[src/rtl/fifo_flops_mc_rr.sv]
// rtl/fifo_flops_mc_rr.sv - multi-channel flop FIFO drained through one round-robin FWFT port
module fifo_flops_mc_rr #(
    parameter int CHANNELS = 4,
    parameter int DEPTH    = 16,
    parameter int BITS     = 32,
    parameter int AF_LEVEL = DEPTH - 2,
    localparam int CW      = $clog2(DEPTH) + 1,
    localparam int SW      = (CHANNELS > 1) ? $clog2(CHANNELS) : 1
) (
    input  logic                     clk,
    input  logic                     rst,
    input  logic [CHANNELS-1:0]      push,
    input  logic [CHANNELS*BITS-1:0] Din,
    input  logic                     pop,
    input  logic                     clr_err,
    output logic [BITS-1:0]          Dout,
    output logic [SW-1:0]            Dout_ch,
    output logic                     pndng,
    output logic [CHANNELS-1:0]      full,
    output logic [CHANNELS-1:0]      almost_full,
    output logic [CHANNELS*CW-1:0]   count,
    output logic [CHANNELS-1:0]      overflow,
    output logic                     underflow
);

    localparam int PW = $clog2(DEPTH);

    logic [BITS-1:0]     mem   [CHANNELS][DEPTH];
    logic [PW-1:0]       wrptr [CHANNELS];
    logic [PW-1:0]       rdptr [CHANNELS];
    logic [CW-1:0]       cnt   [CHANNELS];
    logic [SW-1:0]       rr_ptr;
    logic [SW-1:0]       sel;
    logic [SW-1:0]       rr_next;
    logic [SW:0]         idx;
    logic                found;
    logic                pop_ok;
    logic [CHANNELS-1:0] nonempty;
    logic [CHANNELS-1:0] pop_ch;
    logic [CHANNELS-1:0] push_ok;

    // Pointers wrap explicitly so DEPTH need not be a power of two.
    function automatic logic [PW-1:0] ptr_inc(input logic [PW-1:0] p);
        return (p == PW'(DEPTH - 1)) ? '0 : p + 1'b1;
    endfunction

    // Per-channel flag decodes straight from the count registers.
    always_comb begin
        count       = '0;
        nonempty    = '0;
        full        = '0;
        almost_full = '0;
        for (int c = 0; c < CHANNELS; c++) begin
            nonempty[c]        = (cnt[c] != '0);
            full[c]            = (cnt[c] == CW'(DEPTH));
            almost_full[c]     = (cnt[c] >= CW'(AF_LEVEL));
            count[c*CW +: CW]  = cnt[c];
        end
    end

    // Round-robin search: first non-empty channel starting at rr_ptr.
    always_comb begin
        sel   = '0;
        found = 1'b0;
        idx   = '0;
        for (int i = 0; i < CHANNELS; i++) begin
            idx = {1'b0, rr_ptr} + (SW+1)'(i);
            if (idx >= (SW+1)'(CHANNELS)) begin
                idx = idx - (SW+1)'(CHANNELS);
            end
            if (!found && nonempty[idx[SW-1:0]]) begin
                sel   = idx[SW-1:0];
                found = 1'b1;
            end
        end
    end

    // Output port, accepted-pop and accepted-push decode.
    always_comb begin
        pndng   = |nonempty;
        Dout    = pndng ? mem[sel][rdptr[sel]] : '0;
        Dout_ch = sel;
        rr_next = (sel == SW'(CHANNELS - 1)) ? '0 : sel + 1'b1;
        pop_ok  = pop & pndng;
        pop_ch  = '0;
        push_ok = '0;
        for (int c = 0; c < CHANNELS; c++) begin
            pop_ch[c]  = pop_ok && (sel == SW'(c));
            // A full channel still accepts a push when its head is popped in the same cycle.
            push_ok[c] = push[c] && ((cnt[c] != CW'(DEPTH)) || pop_ch[c]);
        end
    end

    // Pointer, count, arbiter and sticky-error state.
    always_ff @(posedge clk) begin
        if (!rst) begin
            rr_ptr    <= '0;
            underflow <= 1'b0;
            overflow  <= '0;
            for (int c = 0; c < CHANNELS; c++) begin
                wrptr[c] <= '0;
                rdptr[c] <= '0;
                cnt[c]   <= '0;
            end
        end else begin
            if (pop_ok) begin
                rr_ptr <= rr_next;
            end
            underflow <= (underflow & ~clr_err) | (pop & ~pndng);
            for (int c = 0; c < CHANNELS; c++) begin
                if (push_ok[c]) begin
                    wrptr[c] <= ptr_inc(wrptr[c]);
                end
                if (pop_ch[c]) begin
                    rdptr[c] <= ptr_inc(rdptr[c]);
                end
                if (push_ok[c] && !pop_ch[c]) begin
                    cnt[c] <= cnt[c] + 1'b1;
                end else if (!push_ok[c] && pop_ch[c]) begin
                    cnt[c] <= cnt[c] - 1'b1;
                end
                overflow[c] <= (overflow[c] & ~clr_err) | (push[c] & ~push_ok[c]);
            end
        end
    end

    // Storage array, deliberately without reset.
    always_ff @(posedge clk) begin
        if (rst) begin
            for (int c = 0; c < CHANNELS; c++) begin
                if (push_ok[c]) begin
                    mem[c][wrptr[c]] <= Din[c*BITS +: BITS];
                end
            end
        end
    end

endmodule

[config.mk]
export PLATFORM = sky130hd
export DESIGN_NAME = fifo_flops_mc_rr
export DESIGN_NICKNAME = d
export VERILOG_FILES = /design/src/rtl/fifo_flops_mc_rr.sv
export SDC_FILE = /design/constraint.sdc
export NUM_CORES = 2
export LEC_CHECK = 0
export CORE_ASPECT_RATIO = 0.5
export CORE_MARGIN = 4
export CORE_UTILIZATION = 30
export CTS_BUF_LIST = sky130_fd_sc_hd__clkbuf_2
export CTS_CLUSTER_DIAMETER = 100
export DETAILED_ROUTE_END_ITERATION = 10
export REMOVE_ABC_BUFFERS = 1
export SLEW_MARGIN = 5
export SYNTH_ARGS = -nofsm -noshare
export SYNTH_HDL_FRONTEND = slang
export SYNTH_SLANG_ARGS = --single-unit
[constraint.sdc]
create_clock -name clk -period 7.8 [get_ports clk]
set_input_delay 1.56 -clock clk [delete_from_list [all_inputs] [get_ports clk]]
set_output_delay 1.56 -clock clk [all_outputs]
set_load 0.02 [all_outputs]
## Word-level counts from Yosys, hierarchy flattened

Memories as Yosys holds them, arrays and structs flattened.
Cells that the tools add are included.

| storage, ports and cells | value |
|---|---|
| memory bits (writable) | 2100 |
| register bits | 7 |
| memories | 4 |
| input bits | 136 |
| output and inout port bits | 68 |

Memory list:

| name | words | bits a word | read ports | clocked after Yosys merged registers in | write ports | RTL line | source |
|---|---|---|---|---|---|---|---|
| mem | 4 | 512 | 1 | 0 | 4 | 28 | `logic [BITS-1:0] mem [CHANNELS][DEPTH];` |
| cnt | 4 | 5 | 4 | 0 | 4 | 31 | `logic [CW-1:0] cnt [CHANNELS];` |
| rdptr | 4 | 4 | 5 | 0 | 4 | 30 | `logic [PW-1:0] rdptr [CHANNELS];` |
| wrptr | 4 | 4 | 4 | 0 | 4 | 29 | `logic [PW-1:0] wrptr [CHANNELS];` |

| operators by class | value |
|---|---|
| eq/ne operators | 19 |
| bitwise gates (word level) | 43 |
| muxes and demuxes | 113 |
| reduce and logical (&&, ||, !) cells | 44 |
| magnitude comparators | 21 |
| add/subtract/negate cells | 24 |

Operators by type and width:

| cell | number |
|---|---|
| two-way mux 512 bit | 4 |
| demux 32 bit (select 4 bit) | 4 |
| two-way mux 32 bit | 7 |
| binary-select mux 32 bit (select 4 bit) | 1 |
| two-way mux 4 bit | 16 |
| two-way mux 1 bit | 60 |
| two-way mux 5 bit | 8 |
| adder 4 x 1 -> 4 bit (second input constant) | 8 |
| equality test 4 bit (second input constant) | 8 |
| >= comparator 5 bit (second input constant) | 5 |
| NOT 4 -> 5 bit | 5 |
| logical AND 1 bit | 23 |
| bitwise OR 1 bit | 21 |
| adder 5 x 1 -> 5 bit (second input constant) | 4 |
| equality test 5 bit (second input constant) | 4 |
| >= comparator 5 x 4 -> 1 bit (second input constant) | 4 |
| less-than comparator 5 x 1 -> 1 bit (second input constant) | 4 |
| inequality test 5 bit (second input constant) | 4 |
| nonzero test 5 bit | 4 |
| subtractor 5 x 1 -> 5 bit (second input constant) | 4 |
| two-way mux 2 bit | 9 |
| less-than comparator 2 x 3 -> 1 bit (second input constant) | 4 |
| bitwise AND 1 bit | 11 |
| logical NOT 1 bit | 11 |
| 13 further kinds | 31 |

## Longest topological paths before layout

| depth | value |
|---|---|
| word-level depth | 25 |
| depth in mapped cells | 21 |

## Worst setup path before layout

OpenSTA, ideal clock, no wires.

| timing path | value |
|---|---|
| path type | register to register |
| start point | memory cnt[1][1] in the netlist's numbering |
| end point | memory mem[3][416] in the netlist's numbering, enable pin |
| arrival time | 5551 ps |
| setup slack | 1788 ps |
| clock period less this slack | 6012 ps |
| required time | 7339 ps |
| cell stages (with the launch flop) | 16 |
| setup time | 461 ps |
| path through | edfxtp_1 or4_4 nor2_1 a2bb2oi_1 nand2_2 inv_2 buf_6 buf_2 buf_4 buf_2 ha_1 a21boi_0 nand2b_1 nor2_1 nand2_1 nor3_1 |

RTL lines:

| what | RTL line |
|---|---|
| from (decl) | 31 |
| to (decl) | 28 |

==> metrics.md <==
| Metric | Value |
|---|---|
| Status | `finished clean` |
| Placed cell areas | `0.0911 mm²` |
| Synth Area in Compound Gates | `0.113` |
| Yosys reg bits | `2107` |
| Post-route worst setup slack | `0.153 ns` |
| Avg WL per Cell | `30.5 µm` |
| Height of the die | `383 µm` |
| Worst Skew | `0.190 ns` |
| Crit path largest cell delay | `0.56 ns` |
| Critical Path Sink Type | `output pin` |
| Area occupied by multi-input gates | `0.0198 mm²` |
| Nets@finish | `6516` |
| First-pass GRT wire length | `430 mm` |
| GRT overflow | `0` |
| DR pass1 iterations | `6` |
| Max cap viols | `0` |
| Bufs on Longest Clock Path | `4` |
| Initial antenna violation count | `36` |
| Most frequent cells after synthesis | `2100 x edfxtp_1, 1148 x nand2_1, 475 x a21oi_1, 257 x a221oi_1, 226 x clkbuf_1` |
| Layout area overhead | `15.2%` |
| Fmax | `131 MHz` |
| Io pins | `204` |
| Max-slew violations | `0` |
| Synth area leader | `edfxtp_1` |
| CTS tree | `done` |
| Asr flop ratio synth | `0` |
| CP max-delay cell | `clkdlybuf4s50_1` |
| Post-DP HPWL | `155 mm` |
| Number of I/O port buffers | `203` |
| Worst path bufs/invs | `6` |
| Synth top area share | `0.748` |
| Crit Path Category | `flop to output pin` |
| Register area | `0.0632 mm²` |
| Worst VDD drop | `0.000390 V` |
| Hold Buf Count CTS | `0` |
| Simple-Gate Fraction of Synth Area | `0.0811` |
| Final Cell Area | `0.0972 mm²` |
| Worst-path clk slew | `0.10 ns` |
| Largest family of logic cells by synthesized area | `compound AO/OA/AOI/OAI gates` |
| Die area | `0.290 mm²` |
| Worst slew pin tran | `1.41 ns` |
| Post-synth EDFFs | `2100` |
| Drt total wl | `318 mm` |
| Largest net degree at the start of global routing | `182` |
| Initial Util | `0.302` |
| Dominant synthesized flop cell | `edfxtp_1` |
| CP startpoint kind | `flop` |
| Clk sinks | `2107` |
| Dominant delay contributor by cell family on the critical path | `buffers and inverters` |
| Top-count cell post-synth | `edfxtp_1` |
| Detail Route Antenna Nets | `0` |
| Mapped Area | `0.0844 mm²` |
| Relative max-transition margin | `0.0611` |
| Crit share post-route | `0.980` |
| Dpl ws | `0.885 ns` |
| Post-synthesis cell type count | `66` |
| Worst Path Arrival | `6.09 ns` |
| H-tree depth | `6` |
| Initial DRC count | `10100` |
| Adder-Cell Fraction of Synth Area | `0.00590` |
| Drt via density | `5.74` |
| Syn Area/Cell | `14.5 µm²` |
| Fill count | `26900` |
| Multiplexer share of the synthesized area | `0.0232` |
| Row count | `137` |
| Share of cells above drive strength 1 | `0.167` |
| CP Cell Sequence | `inv_1 > ha_1 > or4b_4 > a211o_1 > a21boi_4 > buf_8 > nand2_8 > buf_4 > o21ai_1 > a22o_4 > buf_6 > nor2_4 > buf_4 > a22oi_1 > a32o_2 > clkdlybuf4s50_1` |
| Crit-path most repeated cell | `buf_4` |
| Final Hold Fails | `0` |
| Routability cong. | `0.820` |
| HP Class | `flop to flop` |
| Setup TNS | `0 ns` |
| Final setup viols | `0` |
| Unrepaired setup endpoints after global routing | `yes` |
| Die extent in x | `758 µm` |
| Number of instances in the placed design | `9490` |
| Seq/Total Area, Yosys | `0.749` |
| DR vias | `59900` |
| Core Area | `0.279 mm²` |
| Cells after Synth | `5831` |
| Vias in the first global route | `55100` |
| Clock Latency Late Sink | `1.79 ns` |
| PD cells | `400 mW/mm²` |
| Post-route non-filler standard cell count | `10400` |
| CP Max Fanout | `25` |
| Root buf cell | `clkbuf_2` |
| Leak | `32.4 nW` |
| CTS Buf Count | `530` |
| Yosys warns | `0` |
| CP required | `6.24 ns` |
| Post-synthesis xor/xnor area fraction | `0.00228` |
| Post-layout min period | `7.65 ns` |
| Top cells by area, synth | `edfxtp_1 75%, nand2_1 5.1%, a21oi_1 2.8%` |
| DRC viols | `0` |
| Gr usage total | `0.208` |
-- cell families after synthesis --
| kind of cell | Yosys count |
|---|---|
| adders and majority gates | 38 |
| AOI/OAI and AO/OA | 1361 |
| DFF | 2107 |
| buffers and inverters | 482 |
| muxes | 194 |
| and+or+nand+nor | 1627 |
| xor gates and xnor gates | 22 |
-- area by class of cell --
cell class / instances / share of cell area
clock inverters: 118 / 0.00525
clock buffers: 725 / 0.0373
diodes: 28 / 0.000721
inverters: 35 / 0.00169
repair buffers: 424 / 0.0527
flip-flops and latches: 2107 / 0.650
multi-input cells: 3244 / 0.204
well taps: 3753 / 0.0483
-- sequential cells by signal (all words and copies together), names as in the netlist --
| signal | flops |
|---|---|
| wrptr | 16 |
| mem | 2048 |
| overflow | 4 |
| underflow | 1 |
| cnt | 20 |
| rr_ptr | 2 |
| rdptr | 16 |
-- layout by cell type, fill, tap and decap left out, types with 65 or more instances in the layout --
cell	n
edfxtp_1	2100
nand2_1	1147
clkbuf_2	725
a21oi_1	474
a221oi_1	255
mux2i_1	193
clkdlybuf4s50_1	172
nand3_1	151
buf_4	143
a32oi_1	130
a211oi_1	128
clkinv_1	90
and3_1	76
o21ai_0	67
a31oi_1	67
nor3_1	65
-- final timing paths --
check                   start          end  slack (ns)  cells after the start
setup reg to reg    cnt[2][1]  mem[3][119]        1.56                     14
setup / recovery    cnt[3][0]     Dout[29]        0.15                     16
hold reg to reg   overflow[2]  overflow[2]        0.51                      2
hold / removal    overflow[2]  overflow[2]        0.51                      2
-- power breakdown --
part           total (mW)  switching (mW)  internal (mW)  leakage [nW]
sequential           12.8           0.124           12.7          19.1
combinational        19.2            12.6           6.57          10.1
clock                6.94            4.41           2.53          3.28
-- metrics by stage --
stage	hold slack (ns)	power, mW	util
after floorplan	0.539	18.5	-
after CTS	0.291	37.9	0.346
after global routing	0.352	40.4	0.348
after global placement	0.475	29.2	0.326
after detailed placement	0.482	29.3	0.326
final	0.512	38.9	0.348
-- worst min-delay path, stage by stage (launching register included) --
cell and delay, ns:
dfxtp_1 0.35, a32oi_1 0.06, nor2_1 0.07
-- metal layers --
layer | wire [µm] | track usage
met2 | 134000 | 0.298
met4 | 12700 | 0.0861
met3 | 48800 | 0.0635
met5 | 52 | 0
met1 | 122000 | 0.293
-- timing repair --
item                       4_1_cts  5_1_grt
buffers inserted                27       15
gates cloned                    22        9
pin swaps                       21       20
setup endpoints to repair       32       30
resized for setup              101       61
No activity file was read; power rests on OpenSTA's default activity.
